==> src/rtl/rate_monitor_if.sv <==
// rate_monitor_if: sample stream, configuration and status bundle for rate_monitor.
// The master drives the samples and configuration. The slave (the monitor) drives the status.
interface rate_monitor_if #(
    parameter int CNT_W = 8
);
    logic             valid;
    logic [5:0]       d_in;
    logic [5:0]       target;
    logic [2:0]       step_size;
    logic             clr;
    logic             viol;
    logic [CNT_W-1:0] viol_cnt;
    logic             settled;
    logic [1:0]       state;

    modport master (
        output valid, d_in, target, step_size, clr,
        input  viol, viol_cnt, settled, state
    );

    modport slave (
        input  valid, d_in, target, step_size, clr,
        output viol, viol_cnt, settled, state
    );
endinterface

==> src/rtl/rate_monitor.sv <==
// rate_monitor: checks that a slewing 6-bit stream never moves more than step_size
// per valid sample, and reports when the stream has settled on target.
// Optional build macro RATE_MONITOR_STICKY_FAULT_EN makes a violation latch FAULT
// until clr or reset. Without the macro, FAULT is never entered.
//
// state   | meaning
// IDLE    | no sample seen since reset; the next sample only loads prev
// TRACK   | checking step size and counting consecutive on-target samples
// SETTLED | stream has sat on target for SETTLE_CYCLES samples
// FAULT   | sticky violation latched; counting continues, no settle tracking
module rate_monitor #(
    parameter int SETTLE_CYCLES = 4,
    parameter int CNT_W         = 8
) (
    input  logic           clk,
    input  logic           rst,
    rate_monitor_if.slave  bus
);
    typedef enum logic [1:0] {
        IDLE    = 2'd0,
        TRACK   = 2'd1,
        SETTLED = 2'd2,
        FAULT   = 2'd3
    } state_t;

    localparam logic [3:0] SETTLE_TGT = 4'(SETTLE_CYCLES);

`ifdef RATE_MONITOR_STICKY_FAULT_EN
    localparam state_t VIOL_STATE = FAULT;
`else
    localparam state_t VIOL_STATE = TRACK;
`endif

    state_t           state_q, state_d;
    logic [5:0]       prev_q, prev_d;
    logic [3:0]       settle_q, settle_d;
    logic             viol_q, viol_d;
    logic [CNT_W-1:0] vcnt_q, vcnt_d;
    logic             settled_q;
    logic [5:0]       delta;
    logic             is_viol;

    // Absolute difference without wrap: the larger value minus the smaller.
    always_comb begin
        delta = (bus.d_in >= prev_q) ? (bus.d_in - prev_q) : (prev_q - bus.d_in);
    end

    // Next-state, counters and pulse for each cycle.
    always_comb begin
        state_d  = state_q;
        prev_d   = prev_q;
        settle_d = settle_q;
        viol_d   = 1'b0;
        vcnt_d   = vcnt_q;
        is_viol  = bus.valid && (state_q != IDLE) && (delta > {3'b000, bus.step_size});

        if (bus.valid) begin
            prev_d = bus.d_in;
            if (is_viol) begin
                viol_d   = 1'b1;
                vcnt_d   = (vcnt_q == '1) ? vcnt_q : vcnt_q + 1'b1;
                settle_d = 4'd0;
            end
            case (state_q)
                IDLE: begin
                    state_d  = TRACK;
                    settle_d = 4'd0;
                end
                TRACK: begin
                    if (is_viol) begin
                        state_d = VIOL_STATE;
                    end else if (bus.d_in == bus.target) begin
                        settle_d = settle_q + 4'd1;
                        if (settle_q + 4'd1 == SETTLE_TGT) begin
                            state_d = SETTLED;
                        end
                    end else begin
                        settle_d = 4'd0;
                    end
                end
                SETTLED: begin
                    if (is_viol) begin
                        state_d = VIOL_STATE;
                    end else if (bus.d_in != bus.target) begin
                        state_d  = TRACK;
                        settle_d = 4'd0;
                    end
                end
                default: begin
                    state_d = state_q;
                end
            endcase
        end

        // clr beats a simultaneous violation: the count clears and FAULT is not entered.
        if (bus.clr) begin
            vcnt_d   = '0;
            settle_d = 4'd0;
            if (state_d == FAULT) begin
                state_d = TRACK;
            end
        end
    end

    // State and output registers.
    always_ff @(posedge clk or negedge rst) begin
        if (!rst) begin
            state_q   <= IDLE;
            prev_q    <= 6'd0;
            settle_q  <= 4'd0;
            viol_q    <= 1'b0;
            vcnt_q    <= '0;
            settled_q <= 1'b0;
        end else begin
            state_q   <= state_d;
            prev_q    <= prev_d;
            settle_q  <= settle_d;
            viol_q    <= viol_d;
            vcnt_q    <= vcnt_d;
            settled_q <= (state_d == SETTLED);
        end
    end

    assign bus.viol     = viol_q;
    assign bus.viol_cnt = vcnt_q;
    assign bus.settled  = settled_q;
    assign bus.state    = state_q;
endmodule

==> src/flat_wrapper.sv <==
// flat-port wrapper written by rule: the top's interface ports become plain ports
module rate_monitor_flat 
#(
    parameter int SETTLE_CYCLES = 4,
    parameter int CNT_W         = 8
)
  (clk, rst, bus_valid, bus_d_in, bus_target, bus_step_size, bus_clr, bus_viol, bus_viol_cnt, bus_settled, bus_state);
  rate_monitor_if #(.CNT_W(CNT_W)) bus_i ();
  input  logic clk;
  input  logic rst;
  input wire logic [$bits(bus_i.valid)-1:0] bus_valid;
  input wire logic [$bits(bus_i.d_in)-1:0] bus_d_in;
  input wire logic [$bits(bus_i.target)-1:0] bus_target;
  input wire logic [$bits(bus_i.step_size)-1:0] bus_step_size;
  input wire logic [$bits(bus_i.clr)-1:0] bus_clr;
  output wire logic [$bits(bus_i.viol)-1:0] bus_viol;
  output wire logic [$bits(bus_i.viol_cnt)-1:0] bus_viol_cnt;
  output wire logic [$bits(bus_i.settled)-1:0] bus_settled;
  output wire logic [$bits(bus_i.state)-1:0] bus_state;
  assign bus_i.valid = bus_valid;
  assign bus_i.d_in = bus_d_in;
  assign bus_i.target = bus_target;
  assign bus_i.step_size = bus_step_size;
  assign bus_i.clr = bus_clr;
  assign bus_viol = bus_i.viol;
  assign bus_viol_cnt = bus_i.viol_cnt;
  assign bus_settled = bus_i.settled;
  assign bus_state = bus_i.state;
  rate_monitor #(.SETTLE_CYCLES(SETTLE_CYCLES), .CNT_W(CNT_W)) u_core (.clk(clk), .rst(rst), .bus(bus_i));
endmodule
==> config.mk <==
export PLATFORM = sky130hd
export DESIGN_NAME = rate_monitor_flat
export DESIGN_NICKNAME = d
export VERILOG_FILES = /design/src/rtl/rate_monitor_if.sv /design/src/rtl/rate_monitor.sv /design/src/flat_wrapper.sv
export SDC_FILE = /design/constraint.sdc
export NUM_CORES = 1
export LEC_CHECK = 0
export CAP_MARGIN = 0
export CORE_UTILIZATION = 40
export CTS_BUF_LIST = sky130_fd_sc_hd__clkbuf_4
export DETAILED_ROUTE_END_ITERATION = 16
export SYNTH_ARGS = -nofsm -noshare
export SYNTH_HDL_FRONTEND = slang
export SYNTH_SLANG_ARGS = --single-unit
==> constraint.sdc <==
create_clock -name clk -period 7.8 [get_ports clk]
set_input_delay 0.78 -clock clk [delete_from_list [all_inputs] [get_ports clk]]
set_output_delay 0.78 -clock clk [all_outputs]
set_load 0.02 [all_outputs]
# [After elaboration in Yosys (flattened, before gate mapping)]
# Index checks and enable logic that the tools add are counted.
[classes] order_cmp=2 n_reduce_logical=7 mux=24 addsub=4 eq_ne=9
[op_table] operator="$mux 8" count=4
[op_table] operator="$mux 4" count=7
[op_table] operator="$mux 2" count=8
[op_table] operator="$pmux 4 s3" count=1
[op_table] operator="$sub 6x6->6" count=2
[op_table] operator="$add 8x1->8 const B" count=1
[op_table] operator="$eq 8x8->1 const B" count=1
[op_table] operator="$eq 2x2->1 const B" count=3
[op_table] operator="$eq 6x6->1" count=1
[op_table] operator="$ge 6x6->1" count=1
[op_table] operator="$gt 6x3->1" count=1
[op_table] operator="$mux 6" count=1
[op_table] operator="$ne 6x6->1" count=1
[op_table] operator="$pmux 2 s3" count=1
[op_table] operator="$reduce_bool 2->1" count=3
[op_table] operator="$add 4x1->4 const B" count=1
[op_table] operator="$eq 4x3->1 const B" count=1
[op_table] operator="$reduce_and 3->1" count=1
[op_table] operator="$eq 2x1->1 const B" count=1
[op_table] operator="$logic_and 1x1->1" count=2
[op_table] operator="$logic_not 2->1" count=1
[op_table] operator="$mux 1" count=2
[op_table] operator="$ne 2x2->1 const B" count=1
[totals] wordCells=52 out_inout_bits=12 regBits=22 input_bits=19

# [Depth between registers and ports, before layout]
# Gate-level depths: netlist of the first run.
[depth] word_depth=11 ltp_mapped=17 mapped_depth_nobuf=16

# [Worst setup path after synthesis of the first run]
# No wires, ideal clock.
[synth_path] kind="input -> register" start="input bus_d_in[0]" end="register u_core.vcnt_q[2] (netlist: u_core.bus.viol_cnt[2])" slack_ps=4042 t_arrival_ps=3633 path_buffers=1 setup_time_ps=125 required_ps=7675 cell_stages=17 path_cell_list="inv_1 ha_1 inv_1 fa_1 a21oi_1 o221ai_2 mux2_2 ha_1 nor2b_1 o21ai_0 inv_1 o21ai_0 o2111ai_2 and2_1 buf_6 nand3_4 mux2_4"
[synth_via] elab_chain_len=6 word_cells_on_any_way=8 cone_classes="2 x add/sub; 2 x order compare; 1 x mux; 3 x reduce/logical"
[synth_rtl] element="start: declaration" line="flat_wrapper.sv:12" text="input wire logic [$bits(bus_i.d_in)-1:0] bus_d_in;"
[synth_rtl] element="$sub 6x6->6 or $ge 6x6->1 (tied branches)" line="rate_monitor.sv:45" text="delta = (bus.d_in >= prev_q) ? (bus.d_in - prev_q) : (prev_q - bus.d_in);"
[synth_rtl] element="$mux 6 *" line="rate_monitor.sv:45"
[synth_rtl] element="$gt 6x3->1 *" line="rate_monitor.sv:55" text="is_viol = bus.valid && (state_q != IDLE) && (delta > {3'b000, bus.step_size});"
[synth_rtl] element="$logic_and 1x1->1 *" line="rate_monitor.sv:55"
[synth_rtl] element="$reduce_bool 2->1 (no source line) *"
[synth_rtl] element="$reduce_and 3->1 (no source line) *"
[synth_rtl] element="end signal: assignment" line="rate_monitor.sv:119" text="vcnt_q <= vcnt_d;"
[synth_rtl] element="end: declaration" line="rate_monitor.sv:38" text="logic [CNT_W-1:0] vcnt_q, vcnt_d;"
# Mark *: on every way between the ends. The rest lies on a longest branch, timed or not.
# A chain may end at the register's enable or synchronous reset.

# [Worst setup path after layout of the first run]
[layout_path] start="input bus_d_in[2]" end="register u_core.settle_q[3]"
[layout_via] elab_chain_len=10 word_cells_on_any_way=16 cone_classes="2 x add/sub; 2 x order compare; 2 x eq/ne; 9 x mux; 1 x reduce/logical"
[layout_rtl] element="$sub 6x6->6 or $ge 6x6->1 (tied branches)" line="rate_monitor.sv:45"
[layout_rtl] element="$mux 6" line="rate_monitor.sv:45"
[layout_rtl] element="$gt 6x3->1" line="rate_monitor.sv:55"
[layout_rtl] element="$logic_and 1x1->1" line="rate_monitor.sv:55"
[layout_rtl] element="$mux 4" line="rate_monitor.sv:59" text="if (is_viol) begin"
[layout_rtl] element="$mux 4" line="rate_monitor.sv:84" text="end else if (bus.d_in != bus.target) begin"
[layout_rtl] element="$mux 4" line="rate_monitor.sv:82" text="if (is_viol) begin"
[layout_rtl] element="$pmux 4 s3 *" line="rate_monitor.sv:64" text="case (state_q)"
[layout_rtl] element="$mux 4 *" line="rate_monitor.sv:57" text="if (bus.valid) begin"
[layout_rtl] element="$mux 4 *" line="rate_monitor.sv:96" text="if (bus.clr) begin"
[layout_rtl] element="end signal: assignment" line="rate_monitor.sv:117" text="settle_q <= settle_d;"
[layout_rtl] element="end: declaration" line="rate_monitor.sv:36" text="logic [3:0] settle_q, settle_d;"
# Mark *: on every way between the ends. The rest lies on a longest branch, timed or not. The select of a mux whose other input is x is not followed.

==> results of run 1 <==
layout make-up:
cell class                      instances  area (sq um)
Timing Repair Buffer                   30           300
Clock buffer                            3          22.5
Clock inverter                          1          3.75
Sequential cell                        22           551
Tap cell                               50          62.6
Fill cell                             377          1980
Inverter                               22          82.6
Multi-Input combinational cell        140          1030
kinds of logic after synthesis:
group	Yosys count
AOI/OAI and AO/OA	46
xor gates and xnor gates	10
adders and majority gates	18
buffers and inverters	27
DFF	22
muxes	7
and+or+nand+nor	59
through the flow:
stage | setup slack, ps | total power, mW
2_1_floorplan | 4040 | 0.194
3_3_place_gp | 3260 | 0.223
3_5_place_dp | 3170 | 0.224
4_1_cts | 3500 | 0.282
5_1_grt | 3190 | 0.296
6_report | 3500 | 0.278
Yosys cell counts, types with 2 or more instances:
library cell / number
nor3_1: 4
o21ai_0: 11
clkbuf_1: 3
fa_1: 2
or2_2: 2
inv_1: 22
a21o_1: 2
mux2_2: 2
nand2_1: 19
mux2_4: 2
xor2_1: 4
nor2b_1: 5
ha_1: 16
a21oi_1: 16
and3_1: 4
a311oi_1: 2
dfrtp_1: 22
nand3_1: 9
xnor2_1: 6
nor2_1: 5
buf_6: 2
a21boi_0: 2
nand4_1: 3
nand3b_1: 3
mux2i_1: 3
sequential cells by signal (all words and copies together), names as in the netlist:
register / flops
u_core.bus.state: 2
u_core.bus.settled: 1
u_core.settle_q: 4
u_core.bus.viol: 1
u_core.prev_q: 6
u_core.bus.viol_cnt: 8
power breakdown:
| part | internal, mW | leakage (nW) | total (mW) | switching, mW |
|---|---|---|---|---|
| Combinational | 0.0446 | 0.622 | 0.100 | 0.0555 |
| Sequential | 0.119 | 0.288 | 0.123 | 0.00393 |
| Clock | 0.0187 | 0.0154 | 0.0553 | 0.0366 |
| Total | 0.182 | 0.925 | 0.278 | 0.0960 |
worst max-delay path, delay by kind of cell:
kind	cells	cell delay, ps
and+or+nand+nor	3	650
adders and majority gates	2	710
buffers and inverters	3	660
AOI/OAI and AO/OA	6	1370
muxes	1	380
per-layer routing:
metal / GRT usage, % / up-vias
li1: - / 717
met1: 23.4 / 716
met2: 35.3 / 37
met3: 3.42 / 4
met4: 5.59 / 0
met5: 0 / -
path summary, 6_finish.rpt:
check | end | slack, ps | depth (start not counted)
min reg2reg | u_core.settle_q[1]$_DFFE_PN0P_ | 530 | 2
min in group asynchronous | u_core.prev_q[4]$_DFFE_PN0P_ | 1030 | 1
max reg2reg | u_core.settle_q[3]$_DFFE_PN0P_ | 4180 | 13
max in group asynchronous | u_core.settle_q[0]$_DFFE_PN0P_ | 6140 | 1
min | u_core.settle_q[1]$_DFFE_PN0P_ | 530 | 2
max | u_core.settle_q[3]$_DFFE_PN0P_ | 3500 | 15
==> qor.yml, run 1 <==
worst_setup_path:
  worstReg2RegStart: "u_core.prev_q[2]$_DFFE_PN0P_"
  critPathKind: "in -> reg"
  crit_chain: "clkdlybuf4s50_1 -> inv_1 -> ha_1 -> nand4_1 -> o221ai_2 -> mux2_2 -> ha_1 -> nor2b_1 -> o21ai_0 -> inv_1 -> o21ai_0 -> o2111ai_2 -> and2_1 -> a2111oi_0 -> a21o_1"
  cp.required_ps: 8060
  crit_start: "bus_d_in[2]"
  slowest_delay_ps: 550
  worstPathMaxFanout: 10
  critPathLaunchType: "primary input"
  cp_slowest_cell: "clkdlybuf4s50_1"
  cp-end-kind: "flip-flop"
  critPathArrivalTime_ps: 4560
synthesis:
  synth-compound-area-share_pct: 18.1
  synth_area_leaders: "dfrtp_1 32%, ha_1 12%, inv_1 4.9%"
  yosysTopAreaCellShare_pct: 32.4
  postSynth.asyncResetShare_pct: 100
  netlist_instances: 189
  ys_ff_latch: 22
  ys.flop_type: "dfrtp_1"
  synthSimpleGateAreaFrac_pct: 18.4
  synth_mux_area_share_pct: 4.87
  synth_fp_nets: 226
  yosysTopAreaCell: "dfrtp_1"
  synth_edf_count: 0
  synth-adder-area-share_pct: 14.2
  ys_seq_area_share_pct: 32.4
  synth_top_family_by_area: "simple AND/OR/NAND/NOR gates"
  synth.distinct_cells: 43
  ys_warn_count: 0
  syn_area_sq_um: 1700
  synth_area_per_cell_sq_um: 8.98
  synthXorXnorAreaFrac_pct: 5.16
route:
  drt_iter0_markers: 74
  wl_per_cell_microns: 15.0
  dr_wl_met2_microns: 2070
  wl_met3_microns: 178
  drc: 0
  ant_nets: 0
  viasPerCell: 5.50
  vias: 1474
  firstDrtPassIters: 4
  maxUsedRoutingLayer: "met4"
  wl_microns: 4030
  wl_met1_microns: 1740
layout:
  nets: 256
  final_common_cell: "clkdlybuf4s50_1"
  final_cell_mix: "30 x clkdlybuf4s50_1, 22 x inv_1, 22 x dfrtp_1"
  area_delta_synth_final_pct: 20.9
  fin_area_sq_um: 2050
  diodes: 0
  fin_cells: 268
  fin_util_pct: 50.9
  drive_above_1_share_pct: 6.42
timing:
  hold_viol_final: 0
  period_needed_ps: 4300
  whs_ps: 533
  setup_viol: 0
  max_freq_ghz: 0.233
  fin_skew_ps: 1.61
  tightest_slew_ps: 1050
  drv_slew: 0
  timing.final.crit_share_pct: 55.1
  relSlewSlack_pct: 29.5
  grt_setup_unrepaired: "false"
  final.setup.tns_ps: 0
floorplanning:
  start_util_pct: 42.1
  row_count: 23
  die_h_microns: 67.1
  core_area_sq_um: 4030
  boundaryPins: 31
  die_area_sq_um: 4510
  die-width_microns: 67.1
place:
  hpwl_microns: 3080
  numPlacedInstances: 264
  routabilityCongestion: 1.00
  dpl_cell_area_sq_um: 2030
  io_buffers: 30
min_path:
  hp-class: "reg -> reg"
  worstHoldStart: "u_core.settle_q[1]$_DFFE_PN0P_"
grt:
  grt_antenna_before_repair: 0
  grt_pass1_vias: 1512
  overflow: 0
  grt_max_degree: 23
  grt_pass1_wl_microns: 6690
  grt_usage_pct: 19.6
run:
  drv_cap: 0
power:
  power_density_nw_per_um2: 136
  vdd_drop_max_v: 0.0000570
  leakagePower_nw: 0.925
cts:
  cts_resized: 0
  cts.sinks: 22
  path_clk_slew_ps: 130
  cts_made_buffers: 3
  clk_latency_ps: 310
  cts_buffer_depth: 2
  ctsRootBufferMaster: "clkbuf_4"
  postCtsHoldBufs: 0
  post-cts-setup-buffers: 0
  cts_tree: "done"
  htree_levels: 1
status:
  status: "finished, final reports clean"
Power figures use the tool's default switching activity.
==> run 2: changes to the inputs <==
==> constraint.sdc (replaced) <==
create_clock -name clk -period 4.3 [get_ports clk]
set_input_delay 0.43 -clock clk [delete_from_list [all_inputs] [get_ports clk]]
set_output_delay 0.43 -clock clk [all_outputs]
set_load 0.02 [all_outputs]
==> run 2 against run 1 <==
Against the previous run:
- sequential power grew 81%
- final cell count increased by 0.75%
- critical path depth is 2 higher
- routed wire length shrank 2.9%
- critical path type unchanged
- largest power group unchanged
==> qor.yml, run 2 (synthesis gave the netlist of run 1 again) <==
run:
  drv_cap: 0  # unchanged
power:
  power_frac_seq_pct: 43.4  # was 44.2%
  power.internal_mw: 0.334  # was 0.182 mW
  comb_power_share_pct: 36.1  # was 36.0%
  switching_share_pct: 34.9  # was 34.5%
  p_sw_mw: 0.179  # was 0.0960 mW
  vdd_drop_max_v: 0.0000966  # was 0.0000570 V
  pwr-share-clk_pct: 20.5  # was 19.9%
  leakagePower_nw: 0.934  # was 0.925 nW
  power_density_nw_per_um2: 248  # was 136 nW/um^2
place:
  dpl_cell_area_sq_um: 2040  # was 2030 sq um
  routabilityCongestion: 0.996  # was 1.00
  io_buffers: 30  # unchanged
  hpwl_microns: 2990  # was 3080 microns
  place_worst_setup_slack_ps: 190  # was 3170 ps
route:
  firstDrtPassIters: 4  # unchanged
  ant_nets: 0  # unchanged
  drt_iter0_markers: 104  # was 74
  wl_microns: 3910  # was 4030 microns
  viasPerCell: 5.41  # was 5.50
  vias: 1460  # was 1474
  wl_per_cell_microns: 14.5  # was 15.0 microns
  drc: 0  # unchanged
grt:
  grt_usage_pct: 19.5  # was 19.6%
  grt_antenna_before_repair: 0  # unchanged
  grt_pass1_wl_microns: 6560  # was 6690 microns
  grt_max_degree: 23  # unchanged
  overflow: 0  # unchanged
  grt_pass1_vias: 1485  # was 1512
cts:
  postCtsHoldBufs: 0  # unchanged
  post-cts-setup-buffers: 0  # unchanged
  path_clk_slew_ps: 140  # was 130 ps
  cts_tree: "done"  # unchanged
  cts_buffer_depth: 2  # unchanged
  htree_levels: 1  # unchanged
  cts.sinks: 22  # unchanged
  ctsRootBufferMaster: "clkbuf_4"  # unchanged
  cts_made_buffers: 3  # unchanged
  cts_resized: 0  # unchanged
  clk_latency_ps: 320  # was 310 ps
worst_setup_path:
  cp-end-kind: "flip-flop"  # unchanged
  critPathArrivalTime_ps: 4070  # was 4560 ps
  worstPathMaxFanout: 10  # unchanged
  cp.required_ps: 4570  # was 8060 ps
  critPathKind: "in -> reg"  # unchanged
  critPathLaunchType: "primary input"  # unchanged
layout:
  nets: 258  # was 256
  final_cell_mix: "30 x clkdlybuf4s50_1, 22 x inv_1, 22 x dfrtp_1"  # unchanged
  fin_area_sq_um: 2070  # was 2050 sq um
  drive_above_1_share_pct: 7.27  # was 6.42%
  final_common_cell: "clkdlybuf4s50_1"  # unchanged
  diodes: 0  # unchanged
  largest_register_ffs: 8  # unchanged
  area_delta_synth_final_pct: 21.8  # was 20.9%
timing:
  fin_skew_ps: 2.45  # was 1.61 ps
  layout_setup_ws_ps: 506  # was 3500 ps
  grt_setup_unrepaired: "false"  # unchanged
  tightest_slew_ps: 1060  # was 1050 ps
  whs_ps: 544  # was 533 ps
  hold_viol_final: 0  # unchanged
  drv_slew: 0  # unchanged
  setup_viol: 0  # unchanged
  final.setup.tns_ps: 0  # unchanged
  period_needed_ps: 3790
  max_freq_ghz: 0.264
  timing.final.crit_share_pct: 88.2
  relSlewSlack_pct: 29.0  # was 29.5%
min_path:
  hp-class: "reg -> reg"  # unchanged
status:
  status: "finished, final reports clean"  # unchanged
floorplanning:
  core_area_sq_um: 4030  # unchanged
  die-width_microns: 67.1  # unchanged
  boundaryPins: 31  # unchanged
  row_count: 23  # unchanged
  start_util_pct: 42.1  # unchanged
  die_area_sq_um: 4510  # unchanged
  die_h_microns: 67.1  # unchanged
run 2: cell count changes in the layout (fill, tap and decap cells not counted):
cell / before / now
buf_4: 0 / 2
run 2: path summary, 6_finish.rpt:
check | cells past startpoint | slack [ps] | to | startpoint
worst min-delay path | 2 | 540 | u_core.settle_q[1]$_DFFE_PN0P_ | u_core.settle_q[1]$_DFFE_PN0P_
max in group asynchronous | 1 | 3000 | u_core.bus.settled$_DFF_PN0_ | rst
min in group asynchronous | 1 | 670 | u_core.prev_q[1]$_DFFE_PN0P_ | rst
worst max-delay path | 17 | 510 | u_core.settle_q[3]$_DFFE_PN0P_ | bus_d_in[0]
worst min register to register | 2 | 540 | u_core.settle_q[1]$_DFFE_PN0P_ | u_core.settle_q[1]$_DFFE_PN0P_
worst max register to register | 14 | 800 | u_core.settle_q[3]$_DFFE_PN0P_ | u_core.prev_q[1]$_DFFE_PN0P_
run 2: layout make-up:
| cell class | count | area [sq um] |
|---|---|---|
| clock buffer | 3 | 22.5 |
| clock inverter | 1 | 3.75 |
| fill | 379 | 1960 |
| inverter | 22 | 82.6 |
| multi-input combinational | 140 | 1030 |
| sequential | 22 | 551 |
| tap | 50 | 62.6 |
| timing repair buffer | 32 | 315 |
run 2: through the flow:
stage          utilization (%)  power, mW  std cells
6_report                  51.3      0.513        270
5_1_grt                   51.3      0.549        270
4_1_cts                   51.3      0.519        270
3_5_place_dp              50.7      0.411        266
3_3_place_gp              50.7      0.409        266
2_1_floorplan                -      0.352        189
run 2: power groups by stage:
stage / clock network (mW) / logic [mW] / registers [mW]
2_1_floorplan: 0 / 0.121 / 0.230
3_3_place_gp: 0 / 0.182 / 0.227
3_5_place_dp: 0 / 0.184 / 0.227
4_1_cts: 0.110 / 0.185 / 0.223
5_1_grt: 0.116 / 0.208 / 0.225
6_report: 0.105 / 0.185 / 0.223
run 2: worst max-delay path, stage by stage:
cell             delay [ps]
clkdlybuf4s50_1         470
inv_1                    80
ha_1                    150
inv_1                    50
fa_1                    400
a21oi_1                 210
o221ai_2                210
mux2_2                  320
ha_1                    280
nor2b_1                 130
o21ai_0                 140
inv_1                    50
o21ai_0                 190
o2111ai_2               150
and2_1                  290
a2111oi_0               380
a21o_1                  130
run 2: layer usage:
metal	global-route usage [%]	routed length, microns	up-vias
li1	-	-	724
met1	25.4	1790	690
met2	32.5	1890	40
met3	2.57	166	6
met4	7.45	59	0
met5	0	0	-
==> run 3: changes to the inputs <==
--- a/config.mk
+++ b/config.mk
@@ -8,6 +8,7 @@
 export CAP_MARGIN = 0
 export CORE_UTILIZATION = 40
 export CTS_BUF_LIST = sky130_fd_sc_hd__clkbuf_4
+export CTS_CLUSTER_SIZE = 14
 export DETAILED_ROUTE_END_ITERATION = 16
 export SYNTH_ARGS = -nofsm -noshare
 export SYNTH_HDL_FRONTEND = slang
==> results of run 3 <==
Final layout, timing and power as in run 2 (identical DEF).
